**src/rtl/hex_display_pkg.sv**
```systemverilog
// hex_display_pkg: shared types and constants for the 7-segment display controller.
// Latency: n/a (types, constants and a constant function only).
// Backpressure: n/a.
package hex_display_pkg;

    // Active-low glyphs, bit order g..a, for digits 0..F (index 15 is leftmost).
    localparam logic [15:0][6:0] GLYPH = {
        7'h0E, 7'h06, 7'h21, 7'h46, 7'h03, 7'h08, 7'h10, 7'h00,
        7'h78, 7'h02, 7'h12, 7'h19, 7'h30, 7'h24, 7'h79, 7'h40
    };

    localparam logic [6:0] SEG_BLANK = 7'h7F;
    localparam logic [6:0] SEG_DASH  = 7'h3F;

    typedef enum logic {
        IDLE = 1'b0,
        CONV = 1'b1
    } state_e;

    // 10^n, used at elaboration time for the decimal overflow limit.
    function automatic logic [63:0] pow10(input int n);
        logic [63:0] r;
        r = 64'd1;
        for (int i = 0; i < n; i++) begin
            r = r * 64'd10;
        end
        return r;
    endfunction

endpackage

```
**src/rtl/seg7_decode.sv**
```systemverilog
// seg7_decode: one hex nibble to an active-low 7-segment glyph (bit order g..a).
// Latency: combinational, zero cycles.
// Backpressure: none; pure function of the input nibble.
module seg7_decode
    import hex_display_pkg::*;
(
    input  logic [3:0] nib_i,
    output logic [6:0] seg_o
);

    assign seg_o = GLYPH[nib_i];

endmodule

```
**src/rtl/hex_display_ctrl.sv**
```systemverilog
// hex_display_ctrl: one value on NUM_DIGITS active-low digits, hex (direct) or decimal (double-dabble).
// Latency: hex load -> hex/done at the load edge; decimal load -> result exactly DATA_W cycles later.
// Backpressure: loads are dropped while busy; HEXDISP_BLINK_EN builds the per-digit blink gate.
module hex_display_ctrl
    import hex_display_pkg::*;
#(
    parameter int NUM_DIGITS = 4,
    parameter int DATA_W     = 12,
    parameter int BLINK_DIV  = 25_000_000
) (
    input  logic                    clk,
    input  logic                    rst_n,
    input  logic                    load,
    input  logic                    mode,
    input  logic                    blank_lz,
    input  logic [DATA_W-1:0]       value,
    input  logic [NUM_DIGITS-1:0]   blink_mask,
    output logic                    busy,
    output logic                    done,
    output logic                    ovf,
    output logic [7*NUM_DIGITS-1:0] hex
);

    localparam int          BCD_W     = 4 * NUM_DIGITS;
    localparam int          SEG_W     = 7 * NUM_DIGITS;
    localparam int          CNT_W     = $clog2(DATA_W + 1);
    localparam logic [63:0] OVF_LIMIT = pow10(NUM_DIGITS);

    state_e             state_q, state_d;
    logic [DATA_W-1:0]  bin_q, bin_d;
    logic [BCD_W-1:0]   bcd_q, bcd_d, bcd_adj;
    logic [CNT_W-1:0]   cnt_q, cnt_d;
    logic               blz_q, blz_d;
    logic               ovf_q, ovf_d;
    logic               done_q, done_d;
    logic [SEG_W-1:0]   disp_q, disp_d, disp_new;
    logic [BCD_W-1:0]   nib;
    logic [SEG_W-1:0]   seg_raw;
    logic               upd, use_bcd, blz_sel, lead;

    // Control FSM: accepts loads in IDLE, runs one add-3/shift step per CONV cycle, publishes on the last.
    always_comb begin
        state_d = state_q;
        bin_d   = bin_q;
        bcd_d   = bcd_q;
        cnt_d   = cnt_q;
        blz_d   = blz_q;
        ovf_d   = ovf_q;
        done_d  = 1'b0;
        upd     = 1'b0;
        use_bcd = 1'b0;
        bcd_adj = bcd_q;
        for (int i = 0; i < NUM_DIGITS; i++) begin
            if (bcd_adj[4*i +: 4] >= 4'd5) begin
                bcd_adj[4*i +: 4] = bcd_adj[4*i +: 4] + 4'd3;
            end
        end
        case (state_q)
            IDLE: begin
                if (load) begin
                    if (mode) begin
                        // First shift is folded into the load: BCD starts at zero, so no adjust is needed.
                        state_d = CONV;
                        bin_d   = value << 1;
                        bcd_d   = BCD_W'(value[DATA_W-1]);
                        cnt_d   = CNT_W'(1);
                        blz_d   = blank_lz;
                        ovf_d   = (64'(value) >= OVF_LIMIT);
                    end else begin
                        upd    = 1'b1;
                        ovf_d  = 1'b0;
                        done_d = 1'b1;
                    end
                end
            end
            CONV: begin
                if (cnt_q == CNT_W'(DATA_W)) begin
                    state_d = IDLE;
                    upd     = 1'b1;
                    use_bcd = 1'b1;
                    done_d  = 1'b1;
                end else begin
                    bcd_d = (bcd_adj << 1) | BCD_W'(bin_q[DATA_W-1]);
                    bin_d = bin_q << 1;
                    cnt_d = cnt_q + 1'b1;
                end
            end
            default: state_d = IDLE;
        endcase
    end

    assign nib     = use_bcd ? bcd_q : BCD_W'(value);
    assign blz_sel = use_bcd ? blz_q : blank_lz;

    for (genvar g = 0; g < NUM_DIGITS; g++) begin : g_dec
        seg7_decode u_dec (
            .nib_i (nib[4*g +: 4]),
            .seg_o (seg_raw[7*g +: 7])
        );
    end

    // Display formatting: overflow dashes win, then leading-zero blanking (digit 0 always shown).
    always_comb begin
        disp_new = '1;
        lead     = 1'b1;
        for (int i = NUM_DIGITS - 1; i >= 0; i--) begin
            if (nib[4*i +: 4] != 4'd0) begin
                lead = 1'b0;
            end
            if (use_bcd && ovf_q) begin
                disp_new[7*i +: 7] = SEG_DASH;
            end else if (blz_sel && lead && (i != 0)) begin
                disp_new[7*i +: 7] = SEG_BLANK;
            end else begin
                disp_new[7*i +: 7] = seg_raw[7*i +: 7];
            end
        end
        disp_d = upd ? disp_new : disp_q;
    end

    // State and datapath registers; reset aborts any conversion and blanks the display.
    always_ff @(posedge clk or negedge rst_n) begin
        if (!rst_n) begin
            state_q <= IDLE;
            bin_q   <= '0;
            bcd_q   <= '0;
            cnt_q   <= '0;
            blz_q   <= 1'b0;
            ovf_q   <= 1'b0;
            done_q  <= 1'b0;
            disp_q  <= '1;
        end else begin
            state_q <= state_d;
            bin_q   <= bin_d;
            bcd_q   <= bcd_d;
            cnt_q   <= cnt_d;
            blz_q   <= blz_d;
            ovf_q   <= ovf_d;
            done_q  <= done_d;
            disp_q  <= disp_d;
        end
    end

    assign busy = (state_q == CONV);
    assign done = done_q;
    assign ovf  = ovf_q;

`ifdef HEXDISP_BLINK_EN
    localparam int BLK_W = (BLINK_DIV > 1) ? $clog2(BLINK_DIV) : 1;

    logic [BLK_W-1:0] blk_cnt_q, blk_cnt_d;
    logic             blk_phase_q, blk_phase_d;
    logic [SEG_W-1:0] hex_q, hex_d;

    // Blink timebase and output gate: masked digits go blank while the phase bit is set.
    always_comb begin
        blk_cnt_d   = blk_cnt_q + 1'b1;
        blk_phase_d = blk_phase_q;
        if (blk_cnt_q == BLK_W'(BLINK_DIV - 1)) begin
            blk_cnt_d   = '0;
            blk_phase_d = ~blk_phase_q;
        end
        hex_d = disp_d;
        for (int i = 0; i < NUM_DIGITS; i++) begin
            if (blk_phase_q && blink_mask[i]) begin
                hex_d[7*i +: 7] = SEG_BLANK;
            end
        end
    end

    // Blink counter, phase and gated output register.
    always_ff @(posedge clk or negedge rst_n) begin
        if (!rst_n) begin
            blk_cnt_q   <= '0;
            blk_phase_q <= 1'b0;
            hex_q       <= '1;
        end else begin
            blk_cnt_q   <= blk_cnt_d;
            blk_phase_q <= blk_phase_d;
            hex_q       <= hex_d;
        end
    end

    assign hex = hex_q;
`else
    logic unused_blink;
    assign unused_blink = (^blink_mask) ^ (BLINK_DIV > 0);
    assign hex = disp_q;
`endif

endmodule

```
**config.mk**
```make
export PLATFORM = sky130hd
export DESIGN_NAME = hex_display_ctrl
export DESIGN_NICKNAME = d
export VERILOG_FILES = /design/src/rtl/hex_display_pkg.sv /design/src/rtl/seg7_decode.sv /design/src/rtl/hex_display_ctrl.sv
export SDC_FILE = /design/constraint.sdc
export NUM_CORES = 1
export LEC_CHECK = 0
export CAP_MARGIN = 30
export CORE_MARGIN = 2
export CORE_UTILIZATION = 60
export CTS_CLUSTER_DIAMETER = 50
export DETAILED_ROUTE_END_ITERATION = 8
export PLACE_DENSITY = 0.85
export SYNTH_ARGS = -nofsm -noshare
export SYNTH_HDL_FRONTEND = slang
export SYNTH_SLANG_ARGS = --single-unit
export TNS_END_PERCENT = 100
```
**constraint.sdc**
```tcl
create_clock -name clk -period 4.8 [get_ports clk]
set_input_delay 0.96 -clock clk [delete_from_list [all_inputs] [get_ports clk]]
set_output_delay 0.96 -clock clk [all_outputs]
set_load 0.005 [all_outputs]
```
==> impl_results.md <==
* Detailed Routing Iterations Pass 1 at 5
* Measured slew at the worst slew-check pin at 0.843 ns
* Most used cell, CP: a31oi_1
* Core ar. at 6720 µm²
* Hold depth at 2
* WHS at 0.481 ns
* Wire per inst at 16.7 µm
* # fillers at 497
* Hold EP: bin_q[10]
* Ys async rst share at 100%
* 1st-iter DRT viols at 254
* Cell Chain, Critical Path: and4_1 -> mux2i_2 -> ha_1 -> nor3b_1 -> a31oi_1 -> nor2_1 -> a31oi_1 -> a31oi_1
* Mapped Nets at 508
* Ports at 52
* Rows at 30
* Placed cell area at 4560 µm²
* Worst vdd ir at 0.000311 V
* Total gr overflow at 0
* Via count at 3,546
* CP max-delay cell: and4_1
* Fmax achieved at 0.287 GHz
* Area of the multi-input gates at 2300 µm²
* Hold Vio Cnt, Final at 0
* EDFF count, synth at 0
* Num CTS Buffers at 9
* Synth cell types at 60
* Final Max Slew Viols at 0
* Max_cap viols at 0
* Status: finished, final reports clean
* Top post-synthesis cells by area: dfrtp_1 (21%), dfstp_2 (18%), ha_1 (9.4%), nand2_1 (5.0%), nor2_1 (3.9%)
* Count leader, synth: nand2_1
* CP max stage delay at 0.85 ns
* Hold_buf cts at 0
* Arr. time, crit path at 3.76 ns
* Hold Path Class: reg2reg
* Placer congestion estimate at 0.897
* DIE AREA at 7540 µm²
* Worst endpoint required time at 5.08 ns
* Share of the yosys chip area belonging to registers at 38.6%
* RSZ-0062 raised after global routing: false
* Critical R2R Launch: busy
* Clock Latency Late Sink at 0.35 ns
* CTS HTree Levels at 3
* Most frequent cells after synthesis: nand2_1 (55), nor2_1 (43), dfrtp_1 (34)
* Area share of the largest cell type after synthesis at 20.7%
* Die X at 86.8 µm
* Initial antenna violation count at 0
* Vert. Die Dim at 86.8 µm
* CP endpoint kind: register
* CTS tree: done
* CTS clock-pin slew for the worst setup and hold paths at 0.07 ns
* Tmin final at 3.48 ns
* Number of port buffers at 46
* Clock Path Buffers at 2
* Antenna Cells at 0
* Post-CTS Setup Repair Bufs at 0
* Clock root cell: clkbuf_8
* Residual DRC at 0
* Yosys warnings at 0
* CP Launch Type: register
* RR Endpoint: hex[17]
* R2R Setup Slk at 1.32 ns
* Largest net degree at the start of global routing at 43
* Nets at 543
* Vias in the first global route at 3,283
* Syn-to-layout area delta at 16.6%
* Finished Layout Cells at 576
* HP Start: bin_q[10]
* Hpwl dp at 6.72 mm
* Setup CP Type: reg2reg
* Post-CTS Resized at 0
* Crit Path Max Fanout at 20
* Clock skew at 0.00977 ns
* Final WL at 9.61 mm
* Post-synthesis cell count at 456
* Setup_tns at 0 ns
* Pwr dens at 598 nW/µm²
* GRT Overall Usage at 27.2%
* Placed Cells at 560
* FF+latch count, synth at 62
* Avg Inst Size Synth at 9.02 µm²
* Starting Density at 61.2%
* Post-Syn Area at 4110 µm²
* Fin area at 4800 µm²
* Leakage at 2.04 nW
* Ys flop type: dfrtp_1
* Tcrit/Tclk final at 72.5%
* Antenna Violating Nets Remaining at 0
* Layout cells sized above 1 at 14.1%
* Rel. slew slack at 43.8%
* Avg Vias per Cell at 6.16
* CTS Sinks at 62
* Reg2reg path depth at 8
* Leading area contributor after synthesis: dfrtp_1
* Register Area at 1590 µm²
* First-pass GRT wire length at 16.1 mm
* Setup-failing EPs final at 0
[area by class of cell]
cell class	count	share of cell area, %
Clock buffer	13	3.52
Multi-Input combinational cell	344	48.0
Inverter	24	1.88
Tap cell	80	2.09
Timing Repair Buffer	50	10.1
Sequential cell	62	33.1
Clock inverter	3	1.36
[cells by family after synthesis]
family,after synthesis,share of synthesized area (%)
other cells,1,0.0912
xor+xnor,9,1.92
compound gates,131,20.5
mux,22,7.09
fa+ha+maj,31,9.43
flops,62,38.6
buf+inv,50,5.54
simple gates,150,16.9
[how the worst max path moves through the flow]
stage                     startpoint       to  slack, ns  cells after the start
after floorplan             cnt_q[0]  hex[17]       2.14                     12
after global placement      cnt_q[0]  hex[17]       1.46                     10
after detailed placement    cnt_q[0]  hex[17]       1.37                     10
after CTS                   cnt_q[0]  hex[17]       1.35                     10
after global routing        cnt_q[0]  hex[15]       0.96                     10
final                           busy  hex[17]       1.32                      8
[cells in the final DEF, fill, tap and decap left out, types with 2 or more instances in the layout]
cell type / count
nand2_1: 55
clkdlybuf4s50_1: 45
nor2_1: 43
dfrtp_1: 34
a21oi_1: 32
ha_1: 31
dfstp_2: 28
o21ai_0: 25
inv_1: 24
a31oi_1: 21
nand3_1: 19
clkbuf_8: 12
a22oi_1: 8
o31ai_1: 8
nor3_1: 8
mux2_2: 7
nand2b_1: 7
mux2i_1: 6
xor2_1: 5
o21ai_1: 5
mux2i_2: 4
a32o_1: 4
xnor2_1: 4
nor3b_1: 4
buf_4: 4
and2_1: 3
a211oi_1: 3
mux2i_4: 3
a31o_2: 3
a221o_1: 2
a211o_1: 2
o22ai_1: 2
mux2_4: 2
o32a_1: 2
nor4_1: 2
a311o_1: 2
bufinv_16: 2
[state kept, by name, indices dropped and copies added, names as in the netlist]
register,flops
cnt_q,4
busy,1
hex,28
done,1
bcd_q,16
bin_q,11
blz_q,1
[through the flow]
stage | setup slack (ns) | power, mW | utilization [%]
2_1_floorplan | 2.14 | 1.85 | -
3_3_place_gp | 1.46 | 2.25 | 67.9
3_5_place_dp | 1.37 | 2.32 | 67.9
4_1_cts | 1.35 | 2.87 | 71.4
5_1_grt | 0.958 | 3.08 | 71.4
6_report | 1.32 | 2.87 | 71.4
[report_power, final]
group	internal, mW	switching [mW]
logic	0.606	0.623
registers	0.848	0.248
clock network	0.334	0.209
[layer usage]
layer  wire length (µm)  up-vias  track usage (%)
li1                   -     1697                -
met1               4420     1700             38.4
met2               4500      131             42.1
met3                518       18             4.19
met4                177        0             10.8
met5                  0        -                0
[critical path: cells and delay by family (launching register included)]
| kind | cells | cell delay [ns] |
|---|---|---|
| simple gates | 3 | 1.42 |
| fa+ha+maj | 1 | 0.31 |
| compound gates | 3 | 0.44 |
| flops | 1 | 0.65 |
| mux | 1 | 0.58 |
No activity file was read; power rests on OpenSTA's default activity.
